===== src/rtl/decoder_2to4_3to8_pkg.sv =====
// Shared widths for the paired 2:4 / 3:8 write-enable decoders.
`timescale 1ps/1ps
package decoder_2to4_3to8_pkg;

    // Select-code widths of the two decoders.
    localparam int DEC2_W = 2;
    localparam int DEC3_W = 3;

    // One-hot output widths follow directly from the select widths.
    localparam int DEC2_N = 1 << DEC2_W;
    localparam int DEC3_N = 1 << DEC3_W;

endpackage


===== src/rtl/decoder_2to4_3to8_if.sv =====
// Bundle of decoder selects, enables and one-hot outputs.
// master drives selects/enables; slave (the decoder) drives the outputs.
`timescale 1ps/1ps
interface decoder_2to4_3to8_if;
    import decoder_2to4_3to8_pkg::*;

    logic              RegWrite;
    logic [DEC2_W-1:0] select;
    logic [DEC2_N-1:0] enabler;
    logic              enable;
    logic [DEC3_W-1:0] selectbits;
    logic [DEC3_N-1:0] enable_reg;

    modport master (
        output RegWrite,
        output select,
        output enable,
        output selectbits,
        input  enabler,
        input  enable_reg
    );

    modport slave (
        input  RegWrite,
        input  select,
        input  enable,
        input  selectbits,
        output enabler,
        output enable_reg
    );

endinterface


===== src/rtl/decoder_2to4_3to8_decode_and_gate.sv =====
// Four-input AND used as the product term of both decoders.
// Callers needing fewer inputs tie the spare ones high.
`timescale 1ps/1ps
module decoder_2to4_3to8_decode_and_gate #(
    parameter int GATE_DELAY = 50
) (
    input  logic a,
    input  logic b,
    input  logic c,
    input  logic d,
    output logic y
);

    and #(GATE_DELAY) uAnd4 (y, a, b, c, d);

endmodule


===== src/rtl/decoder_2to4_3to8.sv =====
// Paired enable-gated 2:4 and 3:8 decoders for the register-file
// write-enable path. Decode is built from primitive gates (inverter then a
// single AND that also carries the enable); outputs are either registered
// with an asynchronous clear, or passed through a reset AND when unregistered.
`timescale 1ps/1ps
module decoder_2to4_3to8
    import decoder_2to4_3to8_pkg::*;
#(
    parameter int GATE_DELAY = 50,
    parameter bit REG_OUT    = 1'b1
) (
    input  logic                  clk,
    input  logic                  reset_n,
    decoder_2to4_3to8_if.slave    bus
);

    logic [DEC2_W-1:0] selectN;
    logic [DEC3_W-1:0] selectbitsN;
    logic [DEC2_N-1:0] dec2;
    logic [DEC3_N-1:0] dec3;
    logic [DEC2_N-1:0] enablerOut;
    logic [DEC3_N-1:0] enableRegOut;

    // Complemented select lines, one inverter per bit.
    for (genvar b = 0; b < DEC2_W; b++) begin : gInv2
        not #(GATE_DELAY) uNot (selectN[b], bus.select[b]);
    end

    for (genvar b = 0; b < DEC3_W; b++) begin : gInv3
        not #(GATE_DELAY) uNot (selectbitsN[b], bus.selectbits[b]);
    end

    // 2:4 product terms: enable, s1 term, s0 term; fourth input tied high.
    for (genvar i = 0; i < DEC2_N; i++) begin : gDec2
        localparam logic [DEC2_W-1:0] CODE = DEC2_W'(i);
        decoder_2to4_3to8_decode_and_gate #(
            .GATE_DELAY (GATE_DELAY)
        ) uTerm (
            .a (bus.RegWrite),
            .b (CODE[1] ? bus.select[1] : selectN[1]),
            .c (CODE[0] ? bus.select[0] : selectN[0]),
            .d (1'b1),
            .y (dec2[i])
        );
    end

    // 3:8 product terms: enable, s2 term, s1 term, s0 term.
    for (genvar i = 0; i < DEC3_N; i++) begin : gDec3
        localparam logic [DEC3_W-1:0] CODE = DEC3_W'(i);
        decoder_2to4_3to8_decode_and_gate #(
            .GATE_DELAY (GATE_DELAY)
        ) uTerm (
            .a (bus.enable),
            .b (CODE[2] ? bus.selectbits[2] : selectbitsN[2]),
            .c (CODE[1] ? bus.selectbits[1] : selectbitsN[1]),
            .d (CODE[0] ? bus.selectbits[0] : selectbitsN[0]),
            .y (dec3[i])
        );
    end

    if (REG_OUT) begin : gReg
        logic [DEC2_N-1:0] enabler_p0;
        logic [DEC3_N-1:0] enableReg_p0;

        // Output register bank: clears immediately on reset, loads decode each edge.
        always_ff @(posedge clk or negedge reset_n) begin
            if (!reset_n) begin
                enabler_p0   <= '0;
                enableReg_p0 <= '0;
            end else begin
                enabler_p0   <= dec2;
                enableReg_p0 <= dec3;
            end
        end

        assign enablerOut   = enabler_p0;
        assign enableRegOut = enableReg_p0;
    end else begin : gComb
        // Unregistered outputs are still forced low by reset through one AND level.
        for (genvar i = 0; i < DEC2_N; i++) begin : gRst2
            and #(GATE_DELAY) uRstAnd (enablerOut[i], dec2[i], reset_n);
        end

        for (genvar i = 0; i < DEC3_N; i++) begin : gRst3
            and #(GATE_DELAY) uRstAnd (enableRegOut[i], dec3[i], reset_n);
        end
    end

    assign bus.enabler    = enablerOut;
    assign bus.enable_reg = enableRegOut;

    // Each decoder output carries at most one active write enable.
    assert property (@(posedge clk) $onehot0(enablerOut));
    assert property (@(posedge clk) $onehot0(enableRegOut));

endmodule


===== src/flat_wrapper.sv =====
// flat-port wrapper written by rule: the top's interface ports become plain ports
module decoder_2to4_3to8_flat import decoder_2to4_3to8_pkg::*;
#(
    parameter int GATE_DELAY = 50,
    parameter bit REG_OUT    = 1'b1
)
  (clk, reset_n, bus_RegWrite, bus_select, bus_enable, bus_selectbits, bus_enabler, bus_enable_reg);
  decoder_2to4_3to8_if bus_i ();
  input  logic clk;
  input  logic reset_n;
  input wire logic [$bits(bus_i.RegWrite)-1:0] bus_RegWrite;
  input wire logic [$bits(bus_i.select)-1:0] bus_select;
  input wire logic [$bits(bus_i.enable)-1:0] bus_enable;
  input wire logic [$bits(bus_i.selectbits)-1:0] bus_selectbits;
  output wire logic [$bits(bus_i.enabler)-1:0] bus_enabler;
  output wire logic [$bits(bus_i.enable_reg)-1:0] bus_enable_reg;
  assign bus_i.RegWrite = bus_RegWrite;
  assign bus_i.select = bus_select;
  assign bus_i.enable = bus_enable;
  assign bus_i.selectbits = bus_selectbits;
  assign bus_enabler = bus_i.enabler;
  assign bus_enable_reg = bus_i.enable_reg;
  decoder_2to4_3to8 #(.GATE_DELAY(GATE_DELAY), .REG_OUT(REG_OUT)) u_core (.clk(clk), .reset_n(reset_n), .bus(bus_i));
endmodule

===== config.mk =====
export PLATFORM = sky130hd
export DESIGN_NAME = decoder_2to4_3to8_flat
export DESIGN_NICKNAME = d
export VERILOG_FILES = /design/src/rtl/decoder_2to4_3to8_pkg.sv /design/src/rtl/decoder_2to4_3to8_if.sv /design/src/rtl/decoder_2to4_3to8_decode_and_gate.sv /design/src/rtl/decoder_2to4_3to8.sv /design/src/flat_wrapper.sv
export SDC_FILE = /design/constraint.sdc
export NUM_CORES = 1
export LEC_CHECK = 0
export CAP_MARGIN = 5
export CORE_AREA = 8 8 45 47
export DETAILED_ROUTE_END_ITERATION = 16
export DIE_AREA = 0 0 53 55
export PLACE_DENSITY = 0.68
export SLEW_MARGIN = 0
export SYNTH_ARGS = -nofsm -noshare
export SYNTH_HDL_FRONTEND = slang
export SYNTH_SLANG_ARGS = --single-unit

===== constraint.sdc =====
create_clock -name clk -period 1.07 [get_ports clk]
set_input_delay 0.2675 -clock clk [delete_from_list [all_inputs] [get_ports clk]]
set_output_delay 0.2675 -clock clk [all_outputs]
set_load 0.05 [all_outputs]

== After elaboration in Yosys (flattened, before gate mapping) ==
Index checks and enable logic that the tools add are counted.

* Output and inout bits: 12
* Input bits: 9
* Logic and storage cells: 19
* Register bits: 12

* Reduce and logical (&&, ||, !) cells: 12
* Bitwise logic cells: 5

{| class="wikitable"
|+ Operators by type and width
! kind !! number
|-
| AND reduction 4 bit || 8
|-
| AND reduction 3 bit || 4
|-
| NOT 1 bit || 5
|}

== Depth between registers and ports, before layout ==
Gate-level depths: netlist of the first run.

* Word-level depth: 2
* Depth in mapped cells: 1
* Depth with buffers taken out: 1

== Hierarchy ==
A second synthesis of the first run with hierarchy kept.

* Cells, all modules: 30
* Area, all modules: 427.9 um^2

{| class="wikitable"
|+ By module, submodules not included
! module !! area each (um^2) !! instances !! cells each !! sequential area each (um^2)
|-
| decoder_2to4_3to8 || 322.8 || 1 || 18 || 300.3
|-
| decoder_2to4_3to8_decode_and_gate || 8.8 || 12 || 1 || 0.0
|}

== Worst setup path before layout of the first run ==
Ideal clock, no wire load.

* Path kind: register to output
* From: reg u_core.gReg.enableReg_p0[0] (netlist: u_core.bus.enable_reg[0])
* To: out bus_enable_reg[0]
* Required time: 802 ps
* Data arrival time: 586 ps
* Cell stages (with the launch flop): 1
* Slack: 217 ps
* Buffers on the path: 0
* Cell sequence: dfrtp_1

{| class="wikitable"
|+ RTL lines
! element !! RTL line !! source
|-
| from (decl) || decoder_2to4_3to8.sv:63 || <nowiki>logic [DEC3_N-1:0] enableReg_p0;</nowiki>
|-
| from (signal assigned) || decoder_2to4_3to8.sv:69 || <nowiki>enableReg_p0 <= '0;</nowiki>
|-
| from (signal assigned) || decoder_2to4_3to8.sv:72 || <nowiki>enableReg_p0 <= dec3;</nowiki>
|-
| to (decl) || flat_wrapper.sv:16 || <nowiki>output wire logic [$bits(bus_i.enable_reg)-1:0] bus_enable_reg;</nowiki>
|}

No word-level cell between the ends.

== Final worst setup path of the first run ==
* From: reg u_core.gReg.enableReg_p0[1] (netlist: u_core.bus.enable_reg[1])
* To: out bus_enable_reg[1]

No word-level cell between the ends.

==> results of run 1 <==
## report_power, final
part | leakage, nW | switching [mW] | internal [mW]
sequential | 0.164 | 0.0113 | 0.467
clock | 0.0138 | 0.128 | 0.130
combinational | 0.197 | 0.0838 | 0.0931
## worst max-delay path by stage
stage / slack, ns / startpoint / cells after the start / to
after floorplan: 0.22 / u_core.bus.enable_reg[0]$_DFF_PN0_ / 0 / bus_enable_reg[0]
after global placement: -0.13 / bus_selectbits[2] / 2 / u_core.bus.enable_reg[1]$_DFF_PN0_
after global routing: -0.07 / u_core.bus.enable_reg[1]$_DFF_PN0_ / 1 / bus_enable_reg[1]
after CTS: -0.03 / u_core.bus.enable_reg[1]$_DFF_PN0_ / 1 / bus_enable_reg[1]
final: -0.02 / u_core.bus.enable_reg[1]$_DFF_PN0_ / 1 / bus_enable_reg[1]
after detailed placement: -0.18 / bus_selectbits[2] / 2 / u_core.bus.enable_reg[1]$_DFF_PN0_
## metrics by stage
| step | area [µm²] | power, mW | setup TNS (ns) |
|---|---|---|---|
| after floorplan | 427 | 0.544 | 0 |
| after global placement | 774 | 0.660 | -0.864 |
| after detailed placement | 774 | 0.667 | -1.28 |
| after CTS | 797 | 0.926 | -0.290 |
| after global routing | 797 | 0.965 | -0.581 |
| final | 797 | 0.914 | -0.173 |
## synthesized netlist by cell type (all sizes together)
library cell / number
and3: 1
and3b: 2
and4: 1
and4b: 3
and4bb: 3
dfrtp: 12
nor3b: 1
nor4b: 1
## kinds of logic (layout without fill, tap and decap cells)
family / after synthesis / after routing / share of synthesized area
buf+inv: 0 / 24 / 0
flops: 12 / 12 / 0.704
simple gates: 12 / 12 / 0.296
## layer usage
metal | GRT usage | wire, µm | up-vias
met2 | 0.105 | 424 | 17
met3 | 0.0321 | 89 | 3
met4 | 0.0905 | 29 | 0
met5 | 0 | 0 | -
li1 | - | - | 141
met1 | 0.0791 | 338 | 151
## final cells by class
cell class / instances / area (µm²)
clock buffer: 3 / 22.5
timing repair buffer: 21 / 328
tap: 16 / 20.0
multi-input combinational: 12 / 126
fill: 109 / 587
sequential: 12 / 300
## timing repair
action / CTS / global route
hold endpoints to repair: 0 / 0
setup endpoints to repair: 12 / 12
setup buffers: 0 / 0
==> run metrics, run 1 <==
status=complete, but fails checks; failing checks=setup timing; placed cell count=61; sequential area share after synthesis=0.704; Worst-path clk slew=0.07 ns; floorplan core area=0.00138 mm²; flops & latches, synth=12; Max Cap Violations=0; Final nets=59; WL final=881 µm; Worst setup SP type=register; worst hold margin=0.296 ns; RSZ-0062 raised after global routing=yes; DR iter-0 viols=0; WL per Instance=13.8 µm; Req. time, crit path=0.80 ns; hold violation count in the final report=0; GRT Resource Usage Total=0.0759; Pleak=0.374 nW; Tmin final=1.09 ns; die height=55 µm; vias per cell=4.88; Synth Cell Area=427 µm²; fin crit share=1.02; Clock Tree Buf Depth=2; IO Port Bufs=20; final non-filler cell total=64; Syn Area/Cell=17.8 µm²; FMAX=914 MHz; CTS root buf=clkbuf_4; Final setup viols=12; first-pass GRT wire length=1570 µm; DR DRC count=0; Die ar.=0.00292 mm²; vias in the first global route=346; crit-path cells=buf_12; ranking of synthesized cells by area=dfrtp_1 (70%), and4bb_1 (5.9%), and4b_2 (5.3%), and3b_1 (4.1%), nor4b_2 (3.5%); initial antenna violation count=0; Least-Margin Pin Slew=0.226 ns; Worst Path Arrival=0.83 ns; share of layout cells above drive strength 1=0.438; min-delay worst type=input pin to asynchronous set/reset pin; commonest cells after routing, fill and taps aside=buf_12 (12), dfrtp_1 (12), clkdlybuf4s50_1 (8); post-cts sizing count=0; crit path kind=register to output port; endpoint class of the critical path=output port; distinct cell type count after synthesis=10; Slew Limit Headroom=0.849; CP max FO=1; Mapped Cells=24; DRT Pass-1 Iters=1; Final Max Tran Viols=0; flip-flop count of the largest register after layout=8; largest net degree at the start of global routing=13; Die Width=53 µm; GRT overflow=0; I/O pins=21; pwr dens=1150 mW/mm²; gp weighted congestion=0.723; clock buffer count from CTS=3; number of synthesis warnings=0; post-detail-place hpwl=756 µm; clock tree sinks=12; Synth Net Count=33; CP top delay family=flip-flops; Initial Utilization=0.308; CTS tree=yes; # hold bufs at CTS=0; final worst slack=-0.0238 ns; WP buf/inv=1; maximum VDD drop=0.546 mV; Synth top area share=0.704; pre-CTS WS=-0.176 ns; Slowest-stage cell, CP=dfrtp_1; Antenna Nets Post-Route=0; via count=312; Critical Path Max Stage Delay=0.40 ns; Syn-to-layout area delta=86.8%; leading area contributor after synthesis=dfrtp_1; Final Core Density=0.576; diode count=0; Row Count=14; CTS H-tree depth=1
(Power assumes the default switching activity.)
==> run 2: changes to the inputs <==
Settings changed: SYNTH_HIERARCHICAL set to 1.
Clock period 1.07 ns to 1.2 ns, I/O delays scaled along.
==> run 2 against run 1 <==
The flow now finishes without violations. Sequential share of layout area decreased by 0.58 points. Via count increased by 7.1%. Utilization increased by 0.90 points. Final cell count increased by 14%. Count of clock-buffer cells in the layout unchanged. Combinational power decreased by 20%. Non-clock buffer count unchanged. Sequential power decreased by 12%. Global-route usage decreased by 0.68 points. Largest cell class unchanged. Highest routed layer unchanged.
==> run metrics, run 2 <==
RSZ-0062 raised after global routing=no; WL per Instance=13.1 µm (-5.1%); Syn Area/Cell=14.3 µm² (-20%); total negative slack=0 ns (+0.173 ns); vias in the first global route=337 (-2.6%); share of layout cells above drive strength 1=0.281 (-0.157); Initial Utilization=0.309 (+0.000904); Final nets=68 (+15%); IO Port Bufs=20 (unchanged); CTS H-tree depth=1 (unchanged); flip-flop count of the largest register after layout=8 (unchanged); clock buffer count from CTS=3 (unchanged); status=finished, final reports clean; sequential area share after synthesis=0.702 (-0.00206); Final Core Density=0.585 (+0.00904); post-detail-place hpwl=830 µm (+9.8%); DR DRC count=0 (unchanged); number of synthesis warnings=6 (+6); pre-CTS WS=-0.0337 ns (+0.142 ns); Synth Cell Area=428 µm² (+0.29%); post-cts sizing count=0 (unchanged); die height=55 µm (unchanged); Worst-path clk slew=0.06 ns (about the same); Slowest-stage cell, CP=dfrtp_1; Syn-to-layout area delta=89.2%; cell count along the critical path=1 (unchanged); flops & latches, synth=12 (unchanged); Pleak=0.394 nW (+5.4%); CP max FO=1 (unchanged); vias per cell=4.58 (-6.1%); pwr dens=967 mW/mm² (-16%); floorplan core area=0.00138 mm² (unchanged); CTS tree=yes; clock tree sinks=12 (unchanged); Tmin final=1.11 ns; Antenna Nets Post-Route=0 (unchanged); DR iter-0 viols=3 (+3); endpoint class of the critical path=output port; Worst setup SP type=register; Synth top area share=0.702 (-0.00206); initial antenna violation count=0 (unchanged); GRT Resource Usage Total=0.0692 (-0.00677); I/O pins=21 (unchanged); FMAX=901 MHz; maximum VDD drop=0.622 mV (+14%); Clock Tree Buf Depth=2 (unchanged); Critical Path Max Stage Delay=0.40 ns (about the same); Die ar.=0.00292 mm² (unchanged); Final Max Tran Viols=0 (unchanged); WP buf/inv=1 (unchanged); Mapped Cells=30 (+25%); Commonest cells post-synth=and4_1 (12), dfrtp_1 (12), inv_1 (5); Final setup viols=0 (-12); crit-path cells=buf_12; ys flop type=dfrtp_1; Row Count=14 (unchanged); Die Width=53 µm (unchanged); Max Cap Violations=0 (unchanged); commonest cells after routing, fill and taps aside=buf_12 (12), dfrtp_1 (12), and4_1 (12); start point of the critical path=u_core/bus.enable_reg[3]$_DFF_PN0_; CTS root buf=clkbuf_4; hold violation count in the final report=0 (unchanged); Worst Path Arrival=0.81 ns (-0.02 ns); final worst slack=0.0904 ns (+0.114 ns); # hold bufs at CTS=0 (unchanged); DRT Pass-1 Iters=4 (+3); gp weighted congestion=0.819 (+13%); GRT overflow=0 (unchanged); crit path kind=register to output port; Setup Buffers After CTS=0 (unchanged); distinct cell type count after synthesis=4 (-6); CP top delay family=flip-flops; WL final=954 µm (+8.3%); async set-reset flop share out of synthesis=1.00 (unchanged); diode count=0 (unchanged); first-pass GRT wire length=1410 µm (-11%); min-delay worst type=input pin to asynchronous set/reset pin; fin crit share=0.925; total power draw=0.783 mW (-14%); number of synthesized flops with an enable pin=0 (unchanged); leading area contributor after synthesis=dfrtp_1; ranking of synthesized cells by area=dfrtp_1 (70%), and4_1 (25%), inv_1 (4.4%), conb_1 (0.88%); via count=334 (+7.1%); Req. time, crit path=0.90 ns (+0.10 ns); largest net degree at the start of global routing=13 (unchanged)
run 2: power by group:
part | switching, mW | leakage (nW) | internal [mW]
Sequential | 0.00839 | 0.165 | 0.415
Combinational | 0.0695 | 0.216 | 0.0712
Clock | 0.103 | 0.0138 | 0.115
Total | 0.181 | 0.394 | 0.601
run 2: layout make-up:
class	instances	area, µm²
sequential	12	300
timing repair buffer	21	328
tap	16	20.0
fill	119	574
clock buffer	3	22.5
multi-input combinational	16	120
inverter	5	18.8
run 2: stage by stage:
stage | hold slack, ns | cells | instance area, µm²
finish | 0.337 | 73 | 810
global route | 0.340 | 73 | 810
CTS | 0.341 | 73 | 810
detailed placement | 0.616 | 70 | 787
global placement | 0.609 | 70 | 787
floorplan | 0.00441 | 33 | 439
run 2: final timing paths:
path                                                       to  slack (ns)
setup / recovery                            bus_enable_reg[3]        0.09
max in group asynchronous  u_core/bus.enable_reg[1]$_DFF_PN0_        0.72
hold / removal             u_core/bus.enable_reg[7]$_DFF_PN0_        0.34
min in group clk              u_core/bus.enabler[3]$_DFF_PN0_        0.68
run 2: cells by family after synthesis:
family	share of synthesized area
simple gates	0.246
buf+inv	0.0439
flops	0.702
other cells	0.00876
run 2: layer usage:
metal	part of all wire	vias to the layer above	track usage
met2	0.55	16	0.125
met4	0.020	0	0.0647
li1	-	158	-
met5	0	-	0
met1	0.33	158	0.0583
met3	0.096	2	0.0241
==> run 3: changes to the inputs <==
Settings changed: PLACE_DENSITY 0.68 to not set, PLACE_DENSITY_LB_ADDON set to 0.08, SLEW_MARGIN 0 to 40.
==> run 3 against run 2 <==
Worst setup slack worse by 0.018 ns. Largest power group unchanged. Sequential power hardly changed. Highest routed layer unchanged. Wire length is 6.6% lower.
==> run metrics, run 3 (synthesis results as in run 2) <==
# hold bufs at CTS=0 (unchanged); clock share of power=0.283 (+0.004); Initial Utilization=0.309 (unchanged); Worst Path Arrival=0.83 ns (+0.02 ns); IO Port Bufs=20 (unchanged); WL final=891 µm (-6.6%); initial antenna violation count=0 (unchanged); post-detail-place hpwl=811 µm (-2.3%); Antenna Nets Post-Route=0 (unchanged); Final setup viols=0 (unchanged); maximum VDD drop=0.419 mV (-33%); Row Count=14 (unchanged); post-cts sizing count=0 (unchanged); Req. time, crit path=0.90 ns (about the same); largest net degree at the start of global routing=13 (unchanged); Sw Share=0.234 (+0.00208); hold violation count in the final report=0 (unchanged); area of the multi-input gates=120 µm² (unchanged); crit path kind=register to output port; design area=802 µm² (-0.93%); Layout fillers=123 (+3.4%); min-delay worst type=input pin to asynchronous set/reset pin; Clock Tree Buf Depth=2 (unchanged); GRT Resource Usage Total=0.0693 (+0.000115); CTS root buf=clkbuf_4; via count=332 (-0.60%); CTS H-tree depth=1 (unchanged); die height=55 µm (unchanged); Post-Place Cell Area=779 µm² (-0.95%); final worst slack=0.0729 ns (-0.0175 ns); DR DRC count=0 (unchanged); Final Max Tran Viols=0 (unchanged); gp weighted congestion=0.611 (-25%); CTS tree=yes; Slowest-stage cell, CP=dfrtp_1; clock buffer count from CTS=3 (unchanged); Die ar.=0.00292 mm² (unchanged); crit-path cells=buf_12; internal power=0.599 mW (-0.32%); clock tree sinks=12 (unchanged); Reg power frac=0.542 (about the same); Setup Buffers After CTS=0 (unchanged); GRT overflow=0 (unchanged); DR iter-0 viols=0 (-3); Comb pwr share=0.175 (-0.005); FMAX=887 MHz (-1.6%); endpoint class of the critical path=output port; Syn-to-layout area delta=87.4%; DRT Pass-1 Iters=1 (-3); pwr dens=975 mW/mm² (+0.89%); vias per cell=4.61 (+0.78%); Tmin final=1.13 ns (+0.0175 ns); flip-flop count of the largest register after layout=8 (unchanged); first-pass GRT wire length=1440 µm (+2.0%); Max Cap Violations=0 (unchanged); commonest cells after routing, fill and taps aside=buf_12 (12), dfrtp_1 (12), and4_1 (12); share of layout cells above drive strength 1=0.268 (-0.0128); diode count=0 (unchanged); Die Width=53 µm (unchanged); fin crit share=0.939 (+0.0146); net load switching power=0.183 mW (+0.85%); Pleak=0.390 nW (-1.2%); WP buf/inv=1 (unchanged); total negative slack=0 ns (unchanged); Storage cell area=300 µm² (unchanged); RSZ-0062 raised after global routing=no; Worst setup SP type=register; total power draw=0.782 mW (about the same); pre-CTS WS=-0.0475 ns (-0.0138 ns); I/O pins=21 (unchanged); status=finished, final reports clean; WL per Instance=12.4 µm (-5.3%); Critical Path Max Stage Delay=0.41 ns (about the same); vias in the first global route=366 (+8.6%); Worst-path clk slew=0.06 ns (about the same); CP max FO=1 (unchanged); Final nets=67 (-1.5%); floorplan core area=0.00138 mm² (unchanged); CP top delay family=flip-flops
[run 3: metrics by stage]
stage                      util  hold slack, ns  instances
final                     0.580           0.363         72
after detailed placement  0.563           0.657         69
after CTS                 0.580           0.368         72
after global placement    0.563           0.647         69
after global routing      0.580           0.421         72
after floorplan               -         0.00441         33
[run 3: worst max-delay path by stage]
stage,start,to,slack [ns],cells after the start
6_report,u_core/bus.enable_reg[4]$_DFF_PN0_,bus_enable_reg[4],0.07,1
5_1_grt,u_core/bus.enable_reg[4]$_DFF_PN0_,bus_enable_reg[4],0.04,1
4_1_cts,u_core/bus.enable_reg[4]$_DFF_PN0_,bus_enable_reg[4],0.06,1
3_5_place_dp,bus_selectbits[1],u_core/bus.enable_reg[0]$_DFF_PN0_,-0.05,3
3_3_place_gp,bus_selectbits[1],u_core/bus.enable_reg[0]$_DFF_PN0_,-0.006,3
2_1_floorplan,u_core/bus.enable_reg[0]$_DFF_PN0_,bus_enable_reg[0],0.31,0
[run 3: layout make-up]
type | instances | area share
inverter | 5 | 0.0234
multi-input combinational | 16 | 0.150
clock buffer | 3 | 0.0281
tap | 16 | 0.0250
timing repair buffer | 20 | 0.399
sequential | 12 | 0.374
[run 3: layer usage]
metal	up-vias	GRT usage	wire length, µm
met5	-	0	0
met3	5	0.0214	91
met1	152	0.0585	297
met4	0	0.0905	51
met2	17	0.115	450
li1	158	-	-
[run 3: power groups by stage]
stage	Combinational [mW]	Sequential [mW]	Clock [mW]
2_1_floorplan	0.0130	0.463	0
3_3_place_gp	0.134	0.431	0
3_5_place_dp	0.138	0.431	0
4_1_cts	0.138	0.424	0.234
5_1_grt	0.146	0.425	0.238
6_report	0.137	0.424	0.222
